### src/rtl/ripple_carry_adder.sv
// Registered WIDTH-bit ripple-carry adder with carry-out and signed overflow.
// Carry chain is built from explicit 1-bit full-adder cells, bit 0 to bit WIDTH-1.

module rca_full_adder (
  input  logic a_i,
  input  logic b_i,
  input  logic c_i,
  output logic sum_o,
  output logic carry_o
);

  logic prop;

  assign prop    = a_i ^ b_i;
  assign sum_o   = prop ^ c_i;
  assign carry_o = (a_i & b_i) | (c_i & prop);

endmodule

module ripple_carry_adder #(
  parameter int unsigned WIDTH = 4
) (
  input  logic             clk,
  input  logic             rst_n,
  input  logic             in_valid,
  input  logic [WIDTH-1:0] A,
  input  logic [WIDTH-1:0] B,
  input  logic             cin,
  output logic [WIDTH-1:0] s,
  output logic             cout,
  output logic             ovf,
  output logic             out_valid
);

  logic [WIDTH:0]   carry;
  logic [WIDTH-1:0] s_comb;
  logic             cout_comb;
  logic             ovf_comb;

  logic [WIDTH-1:0] s_d,    s_q;
  logic             cout_d, cout_q;
  logic             ovf_d,  ovf_q;
  logic             vld_d,  vld_q;

  assign carry[0] = cin;

  // Carry ripples strictly upward through one cell per bit.
  for (genvar i = 0; i < int'(WIDTH); i++) begin : g_cell
    rca_full_adder u_fa (
      .a_i     (A[i]),
      .b_i     (B[i]),
      .c_i     (carry[i]),
      .sum_o   (s_comb[i]),
      .carry_o (carry[i+1])
    );
  end

  assign cout_comb = carry[WIDTH];
  assign ovf_comb  = carry[WIDTH] ^ carry[WIDTH-1];

  // Result registers load only on a valid input; valid flag is a plain delay.
  always_comb begin
    s_d    = s_q;
    cout_d = cout_q;
    ovf_d  = ovf_q;
    vld_d  = in_valid;
    if (in_valid) begin
      s_d    = s_comb;
      cout_d = cout_comb;
      ovf_d  = ovf_comb;
    end
  end

  always_ff @(posedge clk or negedge rst_n) begin
    if (!rst_n) begin
      s_q    <= '0;
      cout_q <= 1'b0;
      ovf_q  <= 1'b0;
      vld_q  <= 1'b0;
    end else begin
      s_q    <= s_d;
      cout_q <= cout_d;
      ovf_q  <= ovf_d;
      vld_q  <= vld_d;
    end
  end

  assign s         = s_q;
  assign cout      = cout_q;
  assign ovf       = ovf_q;
  assign out_valid = vld_q;

endmodule

### config.mk
export PLATFORM = sky130hd
export DESIGN_NAME = ripple_carry_adder
export DESIGN_NICKNAME = d
export VERILOG_FILES = /design/src/rtl/ripple_carry_adder.sv
export SDC_FILE = /design/constraint.sdc
export NUM_CORES = 1
export LEC_CHECK = 0
export CAP_MARGIN = 20
export CELL_PAD_IN_SITES_DETAIL_PLACEMENT = 1
export CELL_PAD_IN_SITES_GLOBAL_PLACEMENT = 2
export CORE_AREA = 2 2 39 41
export CTS_CLUSTER_SIZE = 28
export DETAILED_ROUTE_END_ITERATION = 12
export DIE_AREA = 0 0 41 43
export DONT_BUFFER_PORTS = 1
export GPL_ROUTABILITY_DRIVEN = 0
export PLACE_DENSITY_LB_ADDON = 0.1
export RECOVER_POWER = 25
export SETUP_SLACK_MARGIN = 0.2
export SLEW_MARGIN = 10
export SYNTH_ARGS = -nofsm -noshare
export SYNTH_HDL_FRONTEND = slang
export SYNTH_HIERARCHICAL = 1
export SYNTH_SLANG_ARGS = --single-unit
### constraint.sdc
create_clock -name clk -period 1.89 [get_ports clk]
set_clock_uncertainty 0.05 [all_clocks]
set_input_delay 0.378 -clock clk [delete_from_list [all_inputs] [get_ports clk]]
set_output_delay 0.378 -clock clk [all_outputs]
set_load 0.1 [all_outputs]
# Word-level counts from Yosys, hierarchy flattened
# Index checks and enable logic that the tools add are counted.
[word_totals] register_bits=7 word_cells=25 input_bits=12
[classes] bitwise=21
[op_table] operator="1-bit XOR" n=9
[op_table] operator="1-bit bitwise AND" n=8
[op_table] operator="1-bit OR" n=4

# Longest topological paths before layout
# Gate-level depths: netlist (run 1).
[logic_depth] word_depth=10 mapped_depth=6 ltp_nobuf=6

# By module
# Netlist (run 1), hierarchy kept.
[modules_own_cells] mod="ripple_carry_adder" cells_each=16 seq_area_each_um2=175.2 area_per_inst_um2=279.0 instances=1
[modules_own_cells] mod="rca_full_adder" cells_each=1 seq_area_each_um2=0.0 area_per_inst_um2=20.0 instances=4

# Least setup slack after synthesis (run 1)
# No wires, ideal clock.
[synth_path] kind="input-to-reg" from="input port A[0]" to="register s_q[3], in the netlist s[3]" setup_slack_ns=-0.560 n_path_buf=0 stages=5 t_arrival_ns=2.274 required_ns=1.714 cell_sequence="fa_1 fa_1 fa_1 fa_1 mux2_4"
[synth_between] elab_chain_cells=8 word_cells_on_any_way=9 cone_classes="bitwise: 9"
[synth_rtl] item="from (decl)" line_no="26" text="input logic [WIDTH-1:0] A,"
[synth_rtl] item="1-bit XOR" line_no="14" text="assign prop = a_i ^ b_i;"
[synth_rtl] item="1-bit bitwise AND" line_no="16" text="assign carry_o = (a_i & b_i) | (c_i & prop);"
[synth_rtl] item="1-bit OR *" line_no="16"
[synth_rtl] item="1-bit bitwise AND *" line_no="16"
[synth_rtl] item="1-bit OR *" line_no="16"
[synth_rtl] item="named net carry[2]" line_no="35" text="logic [WIDTH:0] carry;"
[synth_rtl] item="1-bit bitwise AND *" line_no="16"
[synth_rtl] item="1-bit OR *" line_no="16"
[synth_rtl] item="named net carry[3]" line_no="35"
[synth_rtl] item="1-bit XOR *" line_no="15" text="assign sum_o = prop ^ c_i;"
[synth_rtl] item="named net s_comb[3]" line_no="36" text="logic [WIDTH-1:0] s_comb;"
[synth_rtl] item="to (signal assigned)" line_no="76" text="s_q <= '0;"
[synth_rtl] item="to (signal assigned)" line_no="81" text="s_q <= s_d;"
[synth_rtl] item="to (decl)" line_no="40" text="logic [WIDTH-1:0] s_d, s_q;"
# The timed path passes the listed nets; every way through them passes the cells marked *.
# A chain may end at the register's enable or synchronous reset.

# Worst setup path after layout (run 1)
# Same ends and word-level chain as after synthesis.

==> results of run 1 <==
[cell usage after synthesis]
cell and count:
a21oi_1 1, buf_6 1, dfrtp_1 7, fa_1 4
mux2_4 5, nor2_1 1, xnor2_1 1
[registers in the layout, indices dropped and copies added, names as in the netlist]
| signal | flops |
|---|---|
| out_valid | 1 |
| s | 4 |
| cout | 1 |
| ovf | 1 |
[per-layer routing]
metal | wire length (um) | track usage | vias up
met5 | 0 | 0 | -
met4 | 0 | 0.0600 | 0
met3 | 56 | 0.0524 | 0
met2 | 323 | 0.119 | 10
met1 | 249 | 0.111 | 84
li1 | - | - | 82
[final timing paths]
check                                 start                   to  slack (ns)  depth (start not counted)
min                                in_valid  out_valid$_DFF_PN0_        0.10                          0
max in group asynchronous             rst_n     s[2]$_DFFE_PN0P_        1.14                          1
min in group asynchronous             rst_n     s[3]$_DFFE_PN0P_        0.40                          1
max                                    A[0]     s[3]$_DFFE_PN0P_       -0.15                          5
max reg2reg                cout$_DFFE_PN0P_     cout$_DFFE_PN0P_        0.55                          1
min reg2reg                 ovf$_DFFE_PN0P_      ovf$_DFFE_PN0P_        0.74                          3
[final cells by class]
class / count / area [um^2]
Fill cell: 141 / 940
Timing Repair Buffer: 5 / 40.0
Sequential cell: 7 / 175
Tap cell: 16 / 20.0
Clock buffer: 4 / 26.3
Multi-Input combinational cell: 12 / 183
[kinds of logic after synthesis]
family	after synthesis	share of synthesized area
buffers and inverters	1	0.0314
AOI/OAI and AO/OA	1	0.0139
muxes	5	0.209
adders and majority gates	4	0.223
xor gates and xnor gates	1	0.0244
DFF	7	0.488
and+or+nand+nor	1	0.0104
[repair_timing]
item / in CTS / in global routing
pin swaps: 3 / 0
endpoints found under the hold margin: 7 / 0
endpoints found under the setup margin: 4 / 4
buffers inserted: 1 / 1
hold buffers: 1 / 0
[power groups by stage]
| stage | clock network [uW] | registers (uW) | logic (uW) |
|---|---|---|---|
| after detailed placement | 0 | 365 | 114 |
| after global placement | 0 | 365 | 111 |
| final | 139 | 362 | 121 |
| after CTS | 144 | 363 | 121 |
| after global routing | 158 | 367 | 132 |
| after floorplan | 0 | 397 | 63.3 |
[through the flow]
step	power (uW)	hold slack, ns	util
floorplan	461	0.0324	-
finish	622	0.102	0.321
CTS	628	0.0940	0.316
global placement	476	0.0326	0.284
global route	657	0.0810	0.321
detailed placement	480	0.0326	0.284
==> impl_metrics.yaml, run 1 <==
outcome:
  status: "complete, but fails checks"
  violations: "setup timing"
final_layout:
  nNetsFinal: 45
  stdcell_area_um2: 444
  n_antenna_cell: 0
  stdcell_count: 44
  drive_above_1_share: 0.571
  area_growth_syn_to_layout_pct: 23.7
  layout_common_cells: "dfrtp_1 (7), mux2_4 (5), fa_2 (4), buf_4 (4), clkbuf_4 (3)"
  layout_commonest_cell: "dfrtp_1"
pwr:
  powerDensity_nw_per_um2: 1400
  p_comb_frac: 0.195
  total_switching_power_uw: 308
  leakagePower_uw: 0.000192
  p_sw_frac: 0.495
  pwr-share-seq: 0.582
  peakVddDrop_v: 0.000388
  p_clk_frac: 0.223
  internal-power_uw: 314
timing:
  slew-limit-headroom: 0.395
  tightest_slew_ns: 0.907
  setup_ws_ns: -0.152
  hold_viol: 0
  period_share: 1.08
  finalMaxSlewViolations: 0
  final.setup.tns_ns: -0.317
  min_period_ns: 2.04
  setup_viol: 3
  rsz0062_at_grt: "true"
  fmax_mhz: 490
drt:
  route.detailed.drc: 0
  drtIter0Drc: 4
  dr.pass1.iters: 3
  wire_per_inst_um: 14.3
  ant_nets: 0
  routed_wl_um: 630
  vias: 176
  viasPerCell: 4.00
critical_path:
  endpoint_kind: "flop"
  path_max_fanout: 2
  worstPathArrival_ns: 2.13
  cp.required_ns: 1.98
  cpPeakStageDelay_ns: 0.41
  cpLargestDelayFamily: "adder cells"
  cp_common_cell: "fa_2"
  crit_buf_inv: 0
  cp_slowest_cell: "fa_2"
  critical_path_class: "in -> reg"
  path_cells: "fa_2 -> fa_2 -> fa_2 -> fa_2 -> mux2_4"
  start_kind: "input port"
grt:
  grt_pass1_wl_um: 972
  grt_pass1_vias: 208
  grt_usage: 0.0916
  grt_max_degree: 9
  grt.overflow.total: 0
  antenna_found_initial: 0
cts:
  cts_buffer_depth: 2
  cts_tree: "built"
  cts_resized: 0
  clk_pin_slew_ns: 0.06
  root_buffer: "clkbuf_4"
  ctsHtreeMaxLevel: 1
  numClockSinks: 7
  worstSkewPairLatency_ns: 0.25
  numCtsBuffers: 3
synthesis:
  syn_area_um2: 359
  synthTopCellsByArea: "dfrtp_1 (49%), fa_1 (22%), mux2_4 (21%)"
  yosysWarnings: 6
  yosysSeqAreaShare: 0.488
  syn_avg_cell_area_um2: 18.0
  synth_fp_nets: 36
  synth_top_area_cell: "dfrtp_1"
  synth_seq_cells: 7
  netlist_instances: 20
  synth.top_cell.area_share: 0.488
  synth.distinct_cells: 7
placement:
  port_buffers: 0
  dp.cells: 37
  post_dp_cell_area_um2: 393
  post-place-ws_ns: -0.492
floorplan:
  die_h_um: 43
  dieArea_um2: 1760
  start_util: 0.259
  ios: 19
  core_um2: 1380
  die_w_um: 41
  row_count: 14
flow_run:
  cap_violations: 0
worst_hold_path:
  min_path_type: "in -> reg"
Note: power is estimated with default switching activity, not from simulation.
==> run 2, diff against run 1 <==
--- a/config.mk
+++ b/config.mk
@@ -16,2 +16,3 @@
 export GPL_ROUTABILITY_DRIVEN = 0
+export HOLD_SLACK_MARGIN = 0.12
 export PLACE_DENSITY_LB_ADDON = 0.1
@@ -24 +25,2 @@
 export SYNTH_SLANG_ARGS = --single-unit
+export TNS_END_PERCENT = 100
--- a/constraint.sdc
+++ b/constraint.sdc
@@ -4,2 +4,2 @@
 set_output_delay 0.378 -clock clk [all_outputs]
-set_load 0.1 [all_outputs]
+set_load 0.01 [all_outputs]
==> impl_metrics.yaml, run 2 (same netlist as run 1, synthesis figures left out) <==
timing:
  min_period_ns: 2.05
  finalMaxSlewViolations: 0
  tightest_slew_ns: 0.334
  slew-limit-headroom: 0.777
  setup_viol: 3
  rsz0062_at_grt: "true"
  fmax_mhz: 488
  hold_viol: 0
  period_share: 1.08
  setup_ws_ns: -0.159
flow_run:
  cap_violations: 0
grt:
  antenna_found_initial: 0
  grt_pass1_vias: 221
  grt_pass1_wl_um: 972
  grt.overflow.total: 0
  grt_max_degree: 9
  grt_usage: 0.0925
pwr:
  leakagePower_uw: 0.000189
  total_power_uw: 423
  powerDensity_nw_per_um2: 960
  peakVddDrop_v: 0.000310
final_layout:
  layout_commonest_cell: "dfrtp_1"
  n_antenna_cell: 0
  drive_above_1_share: 0.556
  layout_common_cells: "dfrtp_1 (7), mux2_4 (5), fa_2 (4)"
  largest_reg_flops: 4
  fin_util: 0.318
  area_growth_syn_to_layout_pct: 22.6
  nNetsFinal: 44
cts:
  numClockSinks: 7
  root_buffer: "clkbuf_4"
  cts_resized: 0
  ctsHtreeMaxLevel: 1
  cts_buffer_depth: 2
  numCtsBuffers: 3
  clk_pin_slew_ns: 0.05
  cts_tree: "built"
  worstSkewPairLatency_ns: 0.25
worst_hold_path:
  min_path_type: "in -> reg"
drt:
  routed_wl_um: 629
  viasPerCell: 4.35
  drtIter0Drc: 2
  vias: 187
  route.detailed.drc: 0
  ant_nets: 0
  wire_per_inst_um: 14.6
  dr.pass1.iters: 2
critical_path:
  path_max_fanout: 2
  critical_path_class: "in -> reg"
  cp.required_ns: 1.97
  r2r_setup_slack_ns: 1.02
  start_kind: "input port"
  worstPathArrival_ns: 2.13
  endpoint_kind: "flop"
floorplan:
  ios: 19
  start_util: 0.259
  dieArea_um2: 1760
  die_h_um: 43
  core_um2: 1380
  die_w_um: 41
  row_count: 14
placement:
  port_buffers: 0
outcome:
  violations: "setup timing"
  status: "complete, but fails checks"
==> run 2: cell count changes in the layout (fill, tap and decap cells not counted), sizes merged <==
cell,previous run,this run
clkinv,0,1
buf,4,2
dlygate4sd3,1,2
clkbuf,4,3
==> run 2: critical path, cell delays in order <==
cell and delay [ns]:
fa_2 0.37, fa_2 0.34, fa_2 0.36, fa_2 0.42
mux2_4 0.26
==> run 2: final timing paths <==
kind	start	cells past startpoint	endpoint
setup / recovery	A[0]	5	s[3]$_DFFE_PN0P_
hold / removal	in_valid	1	ovf$_DFFE_PN0P_
setup reg to reg	s[0]$_DFFE_PN0P_	1	s[0]$_DFFE_PN0P_
hold reg to reg	s[1]$_DFFE_PN0P_	1	s[1]$_DFFE_PN0P_
max in group asynchronous	rst_n	1	ovf$_DFFE_PN0P_
min in group asynchronous	rst_n	1	s[1]$_DFFE_PN0P_
==> run 2: per-stage QoR <==
stage                     area [um^2]  hold slack [ns]  setup TNS [ns]  std cells  setup WS [ns]
after global routing              440            0.158          -0.390         43         -0.179
after CTS                         423           0.0908          -0.318         41         -0.156
after detailed placement          378           0.0326           -1.46         35         -0.490
final                             440            0.172          -0.312         43         -0.159
after global placement            378           0.0326           -1.39         35         -0.483
after floorplan                   369           0.0324           -1.27         20         -0.444
==> run 2: routing by layer <==
metal / up-vias / part of all wire / global-route usage
met3: 0 / 0.10 / 0.0471
met5: - / 0 / 0
met2: 9 / 0.55 / 0.147
met1: 97 / 0.34 / 0.0970
li1: 81 / - / -
met4: 0 / 0 / 0.0400
==> run 2: layout make-up <==
class	instances	area, um^2
Multi-Input combinational cell	12	183
Clock inverter	1	5.00
Fill cell	142	943
Tap cell	16	20.0
Timing Repair Buffer	4	35.0
Clock buffer	3	22.5
Sequential cell	7	175
==> run 2: where the power goes <==
part | internal (uW) | switching, uW
registers | 178 | 32.7
logic | 54.7 | 22.3
clock network | 77.4 | 58.2
total | 310 | 113
==> run 2: timing repair <==
action                                  4_1_cts  5_1_grt
endpoints found under the setup margin        4        3
hold buffers                                  1        1
hold endpoints to repair                      8        1
buffers inserted                              1        1
pin swaps                                     3        0
